<file path="src/rtl/bus_pkg.sv">
// Shared definitions for the native valid/ready memory bus: arbiter state
// encoding, master indices and the default error read data.
package bus_pkg;

    typedef enum logic [1:0] {
        IDLE = 2'd0,
        GNT0 = 2'd1,
        GNT1 = 2'd2,
        ERR  = 2'd3
    } arb_state_e;

    localparam logic M_CPU = 1'b0;
    localparam logic M_DMA = 1'b1;

    localparam logic [31:0] ERR_RDATA_DEFAULT = 32'hFFFF_FFFF;

    // One-hot bus owner implied by an arbiter state; nobody owns the bus in IDLE/ERR.
    function automatic logic [1:0] state_grant(input arb_state_e st);
        case (st)
            GNT0:    return 2'b01;
            GNT1:    return 2'b10;
            default: return 2'b00;
        endcase
    endfunction

endpackage

</file>
<file path="src/rtl/bus_timeout.sv">
// Response timeout counter: cleared while no access is pending, counts stalled
// cycles, and flags expiry on the last allowed cycle. LIMIT of 0 never expires.
module bus_timeout #(
    parameter int LIMIT = 64,
    parameter int CNT_W = 8
) (
    input  logic clk,
    input  logic rst_n,
    input  logic clear_i,
    input  logic enable_i,
    output logic expire_o
);

    localparam logic [CNT_W-1:0] LAST = CNT_W'(LIMIT - 1);

    logic [CNT_W-1:0] cnt_q;
    logic [CNT_W-1:0] cnt_d;

    // Next count: clear dominates, otherwise advance on each stalled cycle.
    always_comb begin
        cnt_d = cnt_q;
        if (clear_i) begin
            cnt_d = '0;
        end else if (enable_i) begin
            cnt_d = cnt_q + CNT_W'(1);
        end else begin
            cnt_d = cnt_q;
        end
    end

    // Counter register.
    always_ff @(posedge clk or negedge rst_n) begin
        if (!rst_n) begin
            cnt_q <= '0;
        end else begin
            cnt_q <= cnt_d;
        end
    end

    assign expire_o = (LIMIT != 0) && (cnt_q == LAST);

endmodule

</file>
<file path="src/rtl/mem_bus_arbiter.sv">
// Two-master (CPU, DMA) to one-slave arbiter for the valid/ready memory bus,
// with a response timeout that completes unmapped accesses with an error.
module mem_bus_arbiter
    import bus_pkg::*;
#(
    parameter int          ARB_MODE       = 0,
    parameter int          TIMEOUT_CYCLES = 64,
    parameter logic [31:0] ERR_RDATA      = ERR_RDATA_DEFAULT,
    parameter int          CNT_W          = 8
) (
    input  logic        clk,
    input  logic        reset_n,
    input  logic        m0_valid,
    input  logic        m0_instr,
    input  logic [31:0] m0_addr,
    input  logic [31:0] m0_wdata,
    input  logic [3:0]  m0_wstrb,
    output logic        m0_ready,
    output logic [31:0] m0_rdata,
    input  logic        m1_valid,
    input  logic [31:0] m1_addr,
    input  logic [31:0] m1_wdata,
    input  logic [3:0]  m1_wstrb,
    output logic        m1_ready,
    output logic [31:0] m1_rdata,
    output logic        s_valid,
    output logic        s_instr,
    output logic [31:0] s_addr,
    output logic [31:0] s_wdata,
    output logic [3:0]  s_wstrb,
    input  logic        s_ready,
    input  logic [31:0] s_rdata,
    output logic [1:0]  grant,
    output logic        bus_error,
    output logic        err_flag,
    output logic        err_master,
    output logic [31:0] err_addr,
    input  logic        err_clr
);

    arb_state_e  state_q, state_d;
    logic        last_grant_q, last_grant_d;
    logic [1:0]  grant_q;
    logic        bus_error_q;
    logic        err_flag_q, err_flag_d;
    logic        err_master_q, err_master_d;
    logic [31:0] err_addr_q, err_addr_d;
    logic        cnt_clr_s, cnt_en_s, expire_s;
    logic        s_valid_s;
    logic [31:0] s_addr_s;

    bus_timeout #(
        .LIMIT (TIMEOUT_CYCLES),
        .CNT_W (CNT_W)
    ) u_timeout (
        .clk      (clk),
        .rst_n    (reset_n),
        .clear_i  (cnt_clr_s),
        .enable_i (cnt_en_s),
        .expire_o (expire_s)
    );

    // Bus mux toward the slave and response demux toward the masters.
    always_comb begin
        s_valid_s = 1'b0;
        s_instr   = 1'b0;
        s_addr_s  = 32'h0000_0000;
        s_wdata   = 32'h0000_0000;
        s_wstrb   = 4'b0000;
        m0_ready  = 1'b0;
        m0_rdata  = 32'h0000_0000;
        m1_ready  = 1'b0;
        m1_rdata  = 32'h0000_0000;
        case (state_q)
            GNT0: begin
                s_valid_s = m0_valid;
                s_instr   = m0_instr;
                s_addr_s  = m0_addr;
                s_wdata   = m0_wdata;
                s_wstrb   = m0_wstrb;
                m0_ready  = s_ready;
                m0_rdata  = s_rdata;
            end
            GNT1: begin
                s_valid_s = m1_valid;
                s_addr_s  = m1_addr;
                s_wdata   = m1_wdata;
                s_wstrb   = m1_wstrb;
                m1_ready  = s_ready;
                m1_rdata  = s_rdata;
            end
            ERR: begin
                // The slave is never driven here, so a timed-out write is dropped.
                if (err_master_q == M_DMA) begin
                    m1_ready = 1'b1;
                    m1_rdata = ERR_RDATA;
                end else begin
                    m0_ready = 1'b1;
                    m0_rdata = ERR_RDATA;
                end
            end
            default: begin
                s_valid_s = 1'b0;
            end
        endcase
    end

    // Arbitration and access sequencing; completion takes priority over expiry.
    always_comb begin
        state_d      = state_q;
        last_grant_d = last_grant_q;
        cnt_clr_s    = 1'b0;
        cnt_en_s     = 1'b0;
        case (state_q)
            IDLE: begin
                cnt_clr_s = 1'b1;
                if (m0_valid && m1_valid) begin
                    if ((ARB_MODE == 1) || (last_grant_q == M_DMA)) begin
                        state_d      = GNT0;
                        last_grant_d = M_CPU;
                    end else begin
                        state_d      = GNT1;
                        last_grant_d = M_DMA;
                    end
                end else if (m0_valid) begin
                    state_d      = GNT0;
                    last_grant_d = M_CPU;
                end else if (m1_valid) begin
                    state_d      = GNT1;
                    last_grant_d = M_DMA;
                end else begin
                    state_d = IDLE;
                end
            end
            GNT0, GNT1: begin
                if (!s_valid_s) begin
                    state_d = IDLE;
                end else if (s_ready) begin
                    state_d = IDLE;
                end else if (expire_s) begin
                    state_d = ERR;
                end else begin
                    state_d  = state_q;
                    cnt_en_s = 1'b1;
                end
            end
            ERR: begin
                state_d = IDLE;
            end
            default: begin
                state_d = IDLE;
            end
        endcase
    end

    // Error capture on the timeout edge; a coinciding err_clr loses to the set.
    always_comb begin
        err_flag_d   = err_flag_q;
        err_master_d = err_master_q;
        err_addr_d   = err_addr_q;
        if ((state_d == ERR) && (state_q != ERR)) begin
            err_flag_d   = 1'b1;
            err_master_d = (state_q == GNT1) ? M_DMA : M_CPU;
            err_addr_d   = s_addr_s;
        end else if (err_clr) begin
            err_flag_d = 1'b0;
        end else begin
            err_flag_d = err_flag_q;
        end
    end

    // State, grant and error registers.
    always_ff @(posedge clk or negedge reset_n) begin
        if (!reset_n) begin
            state_q      <= IDLE;
            last_grant_q <= M_DMA;
            grant_q      <= 2'b00;
            bus_error_q  <= 1'b0;
            err_flag_q   <= 1'b0;
            err_master_q <= 1'b0;
            err_addr_q   <= 32'h0000_0000;
        end else begin
            state_q      <= state_d;
            last_grant_q <= last_grant_d;
            grant_q      <= state_grant(state_d);
            bus_error_q  <= (state_d == ERR);
            err_flag_q   <= err_flag_d;
            err_master_q <= err_master_d;
            err_addr_q   <= err_addr_d;
        end
    end

    assign s_valid    = s_valid_s;
    assign s_addr     = s_addr_s;
    assign grant      = grant_q;
    assign bus_error  = bus_error_q;
    assign err_flag   = err_flag_q;
    assign err_master = err_master_q;
    assign err_addr   = err_addr_q;

endmodule

</file>
<file path="config.mk">
export PLATFORM = sky130hd
export DESIGN_NAME = mem_bus_arbiter
export DESIGN_NICKNAME = d
export VERILOG_FILES = /design/src/rtl/bus_pkg.sv /design/src/rtl/bus_timeout.sv /design/src/rtl/mem_bus_arbiter.sv
export SDC_FILE = /design/constraint.sdc
export NUM_CORES = 1
export LEC_CHECK = 0
export BUFFER_PORTS_ARGS = -buffer_cell sky130_fd_sc_hd__buf_2
export CAP_MARGIN = 30
export CORE_AREA = 2 2 135 137
export DETAILED_ROUTE_END_ITERATION = 10
export DIE_AREA = 0 0 137 139
export HOLD_SLACK_MARGIN = 0.12
export PLACE_DENSITY = 0.54
export SETUP_SLACK_MARGIN = 0.2
export SYNTH_ARGS = -nofsm -noshare
export SYNTH_HDL_FRONTEND = slang
export SYNTH_HIERARCHICAL = 1
export SYNTH_SLANG_ARGS = --single-unit
</file>
<file path="constraint.sdc">
create_clock -name clk -period 2.4 [get_ports clk]
set_clock_uncertainty 0.1 [all_clocks]
set_input_delay 0.24 -clock clk [delete_from_list [all_inputs] [get_ports clk]]
set_output_delay 0.24 -clock clk [all_outputs]
set_load 0.02 [all_outputs]
</file>
# ---- Yosys cells after proc, flatten, opt, wreduce, memory -nomap -nowiden
# Cells that the tools add are included.
dict set report totals {
  ramBits 0
  register_bits 48
  latch_bits 0
  elab_cells 61
  input_bits 175
  memories 0
  rom_bits 0
  output_inout_bits 173
}
dict set report op_classes {
  bitwise_logic 0
  multipliers 0
  n_lt_le_gt_ge 0
  shifts 0
  n_reduce_logical 8
  n_eq_ne 8
  div 0
  mux 36
  add_sub_neg 1
}
# operator count
set op_table {}
lappend op_table {{32-bit one-hot mux with 2 select lines} 4}
lappend op_table {{32-bit two-way mux} 2}
lappend op_table {{8-bit two-way mux} 2}
lappend op_table {{1-bit two-way mux} 15}
lappend op_table {{2-bit two-way mux} 7}
lappend op_table {{8-bit by 1-bit adder with 8-bit output, second input constant} 1}
lappend op_table {{2-bit equality test, second input constant} 4}
lappend op_table {{8-bit by 6-bit equality test with 1-bit output, second input constant} 1}
lappend op_table {{4-bit one-hot mux with 2 select lines} 1}
lappend op_table {{1-bit one-hot mux with 2 select lines} 3}
lappend op_table {{2-bit one-hot mux with 3 select lines} 1}
lappend op_table {{2-bit by 1-bit equality test with 1-bit output, second input constant} 2}
lappend op_table {{2-bit one-hot mux with 2 select lines} 1}
lappend op_table {{2-bit nonzero test} 2}
lappend op_table {{3-bit nonzero test} 1}
lappend op_table {{1-bit logical AND} 2}
lappend op_table {{2-bit logical NOT} 1}
lappend op_table {{2-bit inequality test, second input constant} 1}
lappend op_table {{2-bit AND reduction} 1}
lappend op_table {{2-bit OR reduction} 1}

# ---- Longest topological paths before layout
# Gate-level depths: netlist (run 1).
dict set report depth {
  word_depth 8
  depth_mapped 9
  mapped_depth_nobuf 8
}

# ---- Hierarchy
# The synthesis (run 1) kept the hierarchy.
# mod area_each_um2 instances seq_area_each_um2 cells_each
set by_module_without_submodules {}
lappend by_module_without_submodules {mem_bus_arbiter 3211.8 1 1002.2 411}
lappend by_module_without_submodules {bus_timeout 390.4 1 200.2 39}

# ---- Worst setup path before layout (run 1)
# OpenSTA, ideal clock, no wires.
dict set report synth_path {
  path_type {register to register}
  start {register u_timeout.cnt_q[0]}
  end {register err_addr_q[21], in the netlist err_addr[21]}
  period_less_slack_ns 2.464
  setup_slack_ns -0.064
  path_stages_with_launch 8
  n_path_buf 1
  arrival_ns 2.239
  required_ns 2.175
  setup_time_ns 0.125
  cell_sequence {dfrtp_1 -> ha_1 -> nand2_1 -> nor4_1 -> o2111ai_4 -> nor3_4 -> buf_6 -> mux2_2}
}
dict set report synth_between {
  elab_chain_len 7
}
# element line
set synth_rtl {}
lappend synth_rtl {{start: declaration} bus_timeout.sv:16} ;# logic [CNT_W-1:0] cnt_q;
lappend synth_rtl {{start signal: assignment} bus_timeout.sv:36} ;# cnt_q <= cnt_d;
lappend synth_rtl {{8-bit by 6-bit equality test with 1-bit output} bus_timeout.sv:40} ;# assign expire_o = (LIMIT != 0) && (cnt_q == LAST);
lappend synth_rtl {{named net expire_s} mem_bus_arbiter.sv:48} ;# logic cnt_clr_s, cnt_en_s, expire_s;
lappend synth_rtl {{2-bit two-way mux} mem_bus_arbiter.sv:140} ;# end else if (expire_s) begin
lappend synth_rtl {{2-bit two-way mux} mem_bus_arbiter.sv:138} ;# end else if (s_ready) begin
lappend synth_rtl {{2-bit two-way mux} mem_bus_arbiter.sv:136} ;# if (!s_valid_s) begin
lappend synth_rtl {{2-bit one-hot mux with 3 select lines} mem_bus_arbiter.sv:114} ;# case (state_q)
lappend synth_rtl {{2-bit equality test} mem_bus_arbiter.sv:161} ;# if ((state_d == ERR) && (state_q != ERR)) begin
lappend synth_rtl {{1-bit logical AND} mem_bus_arbiter.sv:161}
lappend synth_rtl {{end signal: assignment} mem_bus_arbiter.sv:189} ;# err_addr_q <= err_addr_d;
lappend synth_rtl {{end: declaration} mem_bus_arbiter.sv:47} ;# logic [31:0] err_addr_q, err_addr_d;
# The timed path passes the listed nets, and every way through them passes these cells.
# A chain may end at the register's enable or synchronous reset.

# ---- Final worst setup path (run 1)
dict set report layout_path {
  start {register u_timeout.cnt_q[0]}
  end {register err_addr_q[23], in the netlist err_addr[23]}
}
# The elaborated chain is that of the path after synthesis.

==> reports/metrics.yaml, run 1 <==
outcome: "finished, final reports clean"
synth-edff-count: 0
ys_dominant_reg_cell: "dfrtp_1"
finalHoldViolCount: 0
site_row_count: 49
netlist_instances: 450
power_leakage_nw: 3.68
design.final.nets: 984
global_route.overflow_total: 0
root_buffer: "clkbuf_16"
cts_buffers: 5
core_region_area_um2: 17700
number_of_clock_sinks_seen_by_cts: 48
drt_pre_antenna_iters: 7
first_global_vias: 4343
finalWorstPathRequiredPeriod_ns: 2.23
tritoncts: "yes"
start_util: 0.204
drv_slew: 0
die_area_um2: 19000
power.density_cell_area_nw_per_um2: 742
worstSetupStartpointType: "register"
io_pins: 348
grt.total_usage: 0.154
die_height_um: 139
synth_area_leaders: "dfrtp_1 (33%), nand2_1 (14%), a22oi_1 (14%)"
timing.critical_path.arrival_ns: 2.30
syn_area_um2: 3600
timing.final.crit_share: 0.930
synth_top_cell_area_share: 0.327
htree_num_levels: 2
syn-mean-instance-area_um2: 8.00
pin_count_of_the_biggest_net_entering_global_routing: 68
grt_first_pass_wirelength_mm: 23.5
buffers_on_ports: 347
required_time_of_the_critical_path_ns: 2.47
synth_seq_cells: 48
count_of_nets_left_with_antenna_violations_after_detail_routing: 0
setup_viol: 0
rsz0062_at_grt: "true"
ir_drop_uv: 694
setup_tns_ns: 0
die-width_um: 137
worst_setup_hold_path_clk_slew_ns: 0.07
yosysWarningCount: 6
antenna-diode-count: 0
detail_route.wirelength_mm: 16.1
tightest_slew_ns: 0.634
num-fill-cells: 1870
synthDistinctLibCells: 34
finalWeightedCongestion: 0.811
wire_per_inst_um: 15.6
initialDrtViolationCount: 199
detailedPlacementHpwl_mm: 11.4
drv.max_cap_violation_count: 0
critPathCaptureType: "register"
synth.yosys.seq_area_share: 0.334
critPathMaxFanout: 9
area_delta_synth_final_pct: 73.7
clock_latency_ns: 0.29
synth_fp_nets: 630
drt-vias-per-instance: 4.39
ys_async_sr_fraction: 1.00
synth_area_leader_cell: "dfrtp_1"
post-route-drc-count: 0
ctsLongestPathBuffers: 2
total_power_mw: 4.65
min_path_type: "in2reg"
maxClockFrequency_mhz: 448
maxSlewHeadroom: 0.577
initial_antenna_violation_count: 0
criticalPathCategory: "reg2reg"
drive_above_1_share: 0.550
dr_total_vias: 4543
==> cells in the mapped netlist (3+ instances only) <==
cell type    n
nand2_1    139
nor2b_1     69
a22oi_1     68
dfrtp_1     47
mux2_2      30
clkbuf_1    29
nor2_1       8
buf_1        6
a21oi_1      5
ha_1         5
inv_1        4
nand3_1      4
buf_2        3
buf_6        3
mux2_4       3
o21ai_0      3
or3_1        3
xor2_1       3
==> critical path, cell delays in order (launching register included) <==
cell and delay (ns):
dfrtp_1 0.36, ha_2 0.19, nand2_2 0.07, nor4_4 0.34, o2111ai_4 0.16, nor3_4 0.25
buf_6 0.16, buf_12 0.14, mux2_2 0.34
==> report_power, final <==
group          leakage (nW)  total (mW)  internal (mW)  switching [mW]
Clock                0.0804       0.813          0.495           0.317
Combinational          2.93        2.94           1.16            1.78
Sequential            0.662       0.891          0.859          0.0321
Total                  3.68        4.65           2.52            2.13
==> repair_timing <==
item / 4_1_cts / 5_1_grt
hold buffers: 3 / 0
buffers inserted: 11 / 7
pin swaps: 0 / 4
gates cloned: 2 / 3
endpoints found under the setup margin: 103 / 78
resized for setup: 18 / 20
endpoints found under the hold margin: 49 / 0
==> sequential cells by signal, indices dropped and copies added, names as in the netlist <==
name and count:
bus_error 1, state_q 2, err_flag 1, last_grant_q 1, grant 2, err_addr 32, err_master 1, u_timeout/cnt_q 8
==> stage by stage <==
| step | util | hold slack, ns | cells | cell area [um^2] | worst slack (ns) |
|---|---|---|---|---|---|
| after CTS | 0.344 | 0.144 | 1024 | 6070 | 0.142 |
| final | 0.354 | 0.152 | 1034 | 6260 | 0.168 |
| after floorplan | - | -0.156 | 450 | 3620 | 0.227 |
| after detailed placement | 0.321 | 0.298 | 1000 | 5660 | 0.106 |
| after global placement | 0.321 | 0.298 | 1000 | 5660 | 0.148 |
| after global routing | 0.354 | 0.183 | 1034 | 6260 | 0.0593 |
==> cell families (layout without fill, tap and decap cells) <==
logic type                 count (synthesis)  after routing  share of synthesized area
and+or+nand+nor                          231            231                      0.300
AOI/OAI and AO/OA                         83             83                      0.176
DFF                                       48             48                      0.334
buffers and inverters                     45            400                     0.0542
muxes                                     34             34                      0.109
adders and majority gates                  5              5                     0.0174
xor gates and xnor gates                   4              4                    0.00973
==> worst paths after layout <==
kind | to | cells after the start | slack (ns) | start
min reg2reg | err_flag | 1 | 0.38 | err_flag
max | err_addr[23] | 8 | 0.17 | u_timeout/cnt_q[0]
max in group asynchronous | state_q[1] | 3 | 1.27 | reset_n
min | last_grant_q | 3 | 0.15 | m1_valid
min in group asynchronous | err_master | 3 | 0.49 | reset_n
max reg2reg | err_addr[23] | 8 | 0.17 | u_timeout/cnt_q[0]
==> routing by layer <==
metal,track usage,routed length [um],part of all wire
met3,0.0278,845,0.052
met2,0.269,8230,0.51
met5,0,0,0
met4,0.0260,141,0.0088
met1,0.199,6880,0.43
==> cell type report <==
| type | instances | area (um^2) | share of cell area |
|---|---|---|---|
| flip-flops and latches | 48 | 1200 | 0.192 |
| clock inverters | 3 | 46.3 | 0.00740 |
| clock buffers | 5 | 125 | 0.0200 |
| multi-input cells | 357 | 2320 | 0.371 |
| inverters | 4 | 17.5 | 0.00280 |
| repair buffers | 388 | 2260 | 0.361 |
| well taps | 229 | 287 | 0.0458 |
==> cells in the final DEF, fill, tap and decap left out, types with 6 or more instances in the layout <==
| cell type | count |
|---|---|
| dfrtp_1 | 46 |
| nand2_1 | 138 |
| clkbuf_16 | 8 |
| buf_12 | 6 |
| mux2_4 | 15 |
| a22oi_1 | 68 |
| nor2_1 | 8 |
| nor2b_1 | 68 |
| buf_2 | 345 |
| mux2_2 | 18 |
| buf_4 | 24 |
Power figures use the tool's default switching activity.
==> run 2: changes to the inputs <==
- CTS_BUF_LIST: not set -> sky130_fd_sc_hd__clkbuf_2 sky130_fd_sc_hd__clkbuf_4 sky130_fd_sc_hd__clkbuf_8
- MAX_ROUTING_LAYER: not set -> met4
==> run 2 against run 1 <==
Against the previous run:
- cell count up 2.0%
- via count up 3.1%
- die area stayed put
- combinational power up 19%
- design area up 7.9%
- sequential power about the same
- setup slack improved by 0.038 ns
- total power is 7.7% higher
- critical endpoint is now err_addr[6]
==> reports/metrics.yaml, run 2 (synthesis results as in run 1) <==
antenna-diode-count: 0
global_route.overflow_total: 0
timing.critical_path.arrival_ns: 2.29
required_time_of_the_critical_path_ns: 2.50
maxSlewHeadroom: 0.576
timing.hold.worst_endpoint: "state_q[0]"
setup_viol: 0
drt_pre_antenna_iters: 5
critPathMaxFanout: 8
number_of_clock_sinks_seen_by_cts: 48
core_region_area_um2: 17700
count_of_nets_left_with_antenna_violations_after_detail_routing: 0
power_leakage_nw: 3.86
layout.cells.most_common: "buf_2"
grt_first_pass_wirelength_mm: 23.7
finalWorstPathRequiredPeriod_ns: 2.19
r2r_cells: 9
grt.total_usage: 0.160
setup_tns_ns: 0
io_pins: 348
design.final.nets: 1005
criticalPathCategory: "reg2reg"
worst_setup_hold_path_clk_slew_ns: 0.10
pin_count_of_the_biggest_net_entering_global_routing: 68
htree_num_levels: 2
site_row_count: 49
min_path_type: "in2reg"
mostFrequentLayoutCells: "buf_2 (320), nand2_1 (136), nor2b_1 (62)"
initial_antenna_violation_count: 0
hold_start: "s_ready"
total_power_mw: 5.00
number_of_flip_flops_under_the_largest_register_name: 32
rsz0062_at_grt: "true"
tightest_slew_ns: 0.636
ir_drop_uv: 547
ctsLongestPathBuffers: 2
worstSetupStartpointType: "register"
comb_power_share: 0.699
first_global_vias: 4387
wire_per_inst_um: 16.8
power_switching_mw: 2.31
timing.rr.start: "u_timeout/cnt_q[1]"
timing.final.crit_share: 0.914
drv_slew: 0
finalHoldViolCount: 0
root_buffer: "clkbuf_8"
drt-vias-per-instance: 4.44
p_sw_frac: 0.462
tritoncts: "yes"
outcome: "finished, final reports clean"
initialDrtViolationCount: 238
clockPowerShare: 0.123
flop2flop_setup_slack_ns: 0.21
drv.max_cap_violation_count: 0
clock_latency_ns: 0.30
intPower_mw: 2.69
seq_power_share: 0.178
hold_path_depth: 2
area_delta_synth_final_pct: 87.5
detailedPlacementHpwl_mm: 11.4
start_util: 0.204
dr_total_vias: 4685
cts_buffers: 5
finalWeightedCongestion: 0.823
buffers_on_ports: 347
power.density_cell_area_nw_per_um2: 741
critPathCaptureType: "register"
die_height_um: 139
drive_above_1_share: 0.600
die_area_um2: 19000
post-route-drc-count: 0
detail_route.wirelength_mm: 17.8
maxClockFrequency_mhz: 456
die-width_um: 137
regToRegEndpoint: "err_addr[6]"
## run 2: power groups by stage
stage / combinational (mW) / clock [mW] / sequential (mW)
floorplan: 1.71 / 0 / 0.933
global route: 3.74 / 0.680 / 0.898
global placement: 2.76 / 0 / 0.903
detailed placement: 2.75 / 0 / 0.904
CTS: 2.93 / 0.650 / 0.888
finish: 3.50 / 0.617 / 0.891
## run 2: worst max path at each step
stage | from | end | slack (ns) | cells after the start
after floorplan | u_timeout/cnt_q[0] | err_addr[21] | 0.23 | 7
after detailed placement | u_timeout/cnt_q[0] | err_addr[23] | 0.11 | 7
after global placement | state_q[1] | u_timeout/cnt_q[7] | 0.15 | 8
final | u_timeout/cnt_q[1] | err_addr[6] | 0.21 | 9
after CTS | state_q[0] | s_wdata[9] | 0.13 | 7
after global routing | u_timeout/cnt_q[1] | err_addr[0] | 0.1 | 9
## run 2: through the flow
stage / hold WS (ns) / instances / cell area (um^2) / utilization / setup slack, ns
2_1_floorplan: -0.156 / 450 / 3620 / - / 0.227
3_3_place_gp: 0.298 / 1000 / 5660 / 0.321 / 0.148
3_5_place_dp: 0.298 / 1000 / 5660 / 0.321 / 0.106
4_1_cts: 0.155 / 1022 / 6010 / 0.341 / 0.130
5_1_grt: 0.164 / 1055 / 6750 / 0.382 / 0.0958
6_report: 0.170 / 1055 / 6750 / 0.382 / 0.206
## run 2: per-layer routing
layer / share of wire / vias up / global-route usage
li1: - / 2291 / -
met1: 0.44 / 2209 / 0.201
met2: 0.51 / 170 / 0.276
met3: 0.042 / 15 / 0.0238
met5: 0 / - / -
met4: 0.0096 / 0 / 0.0260
## run 2: worst max-delay path, stage by stage (launching register included)
cell	delay, ns
dfrtp_1	0.41
ha_4	0.18
nand2_4	0.05
nor4_4	0.20
buf_4	0.18
o2111ai_4	0.14
nor3_4	0.18
buf_6	0.15
clkbuf_16	0.16
mux2_2	0.33
## run 2: timing repair
item / 4_1_cts / 5_1_grt
endpoints found under the setup margin: 104 / 112
hold endpoints to repair: 49 / 0
hold buffers: 4 / 0
buffers inserted: 8 / 23
resized for setup: 21 / 81
pin swaps: 1 / 12
gates cloned: 2 / 10
## run 2: cell type report
cell class | count | area [um^2]
Fill cell | 1841 | 10900
Timing Repair Buffer | 409 | 2640
Multi-Input combinational cell | 357 | 2490
Sequential cell | 48 | 1200
Tap cell | 229 | 287
Clock buffer | 5 | 68.8
Clock inverter | 3 | 46.3
Inverter | 4 | 17.5
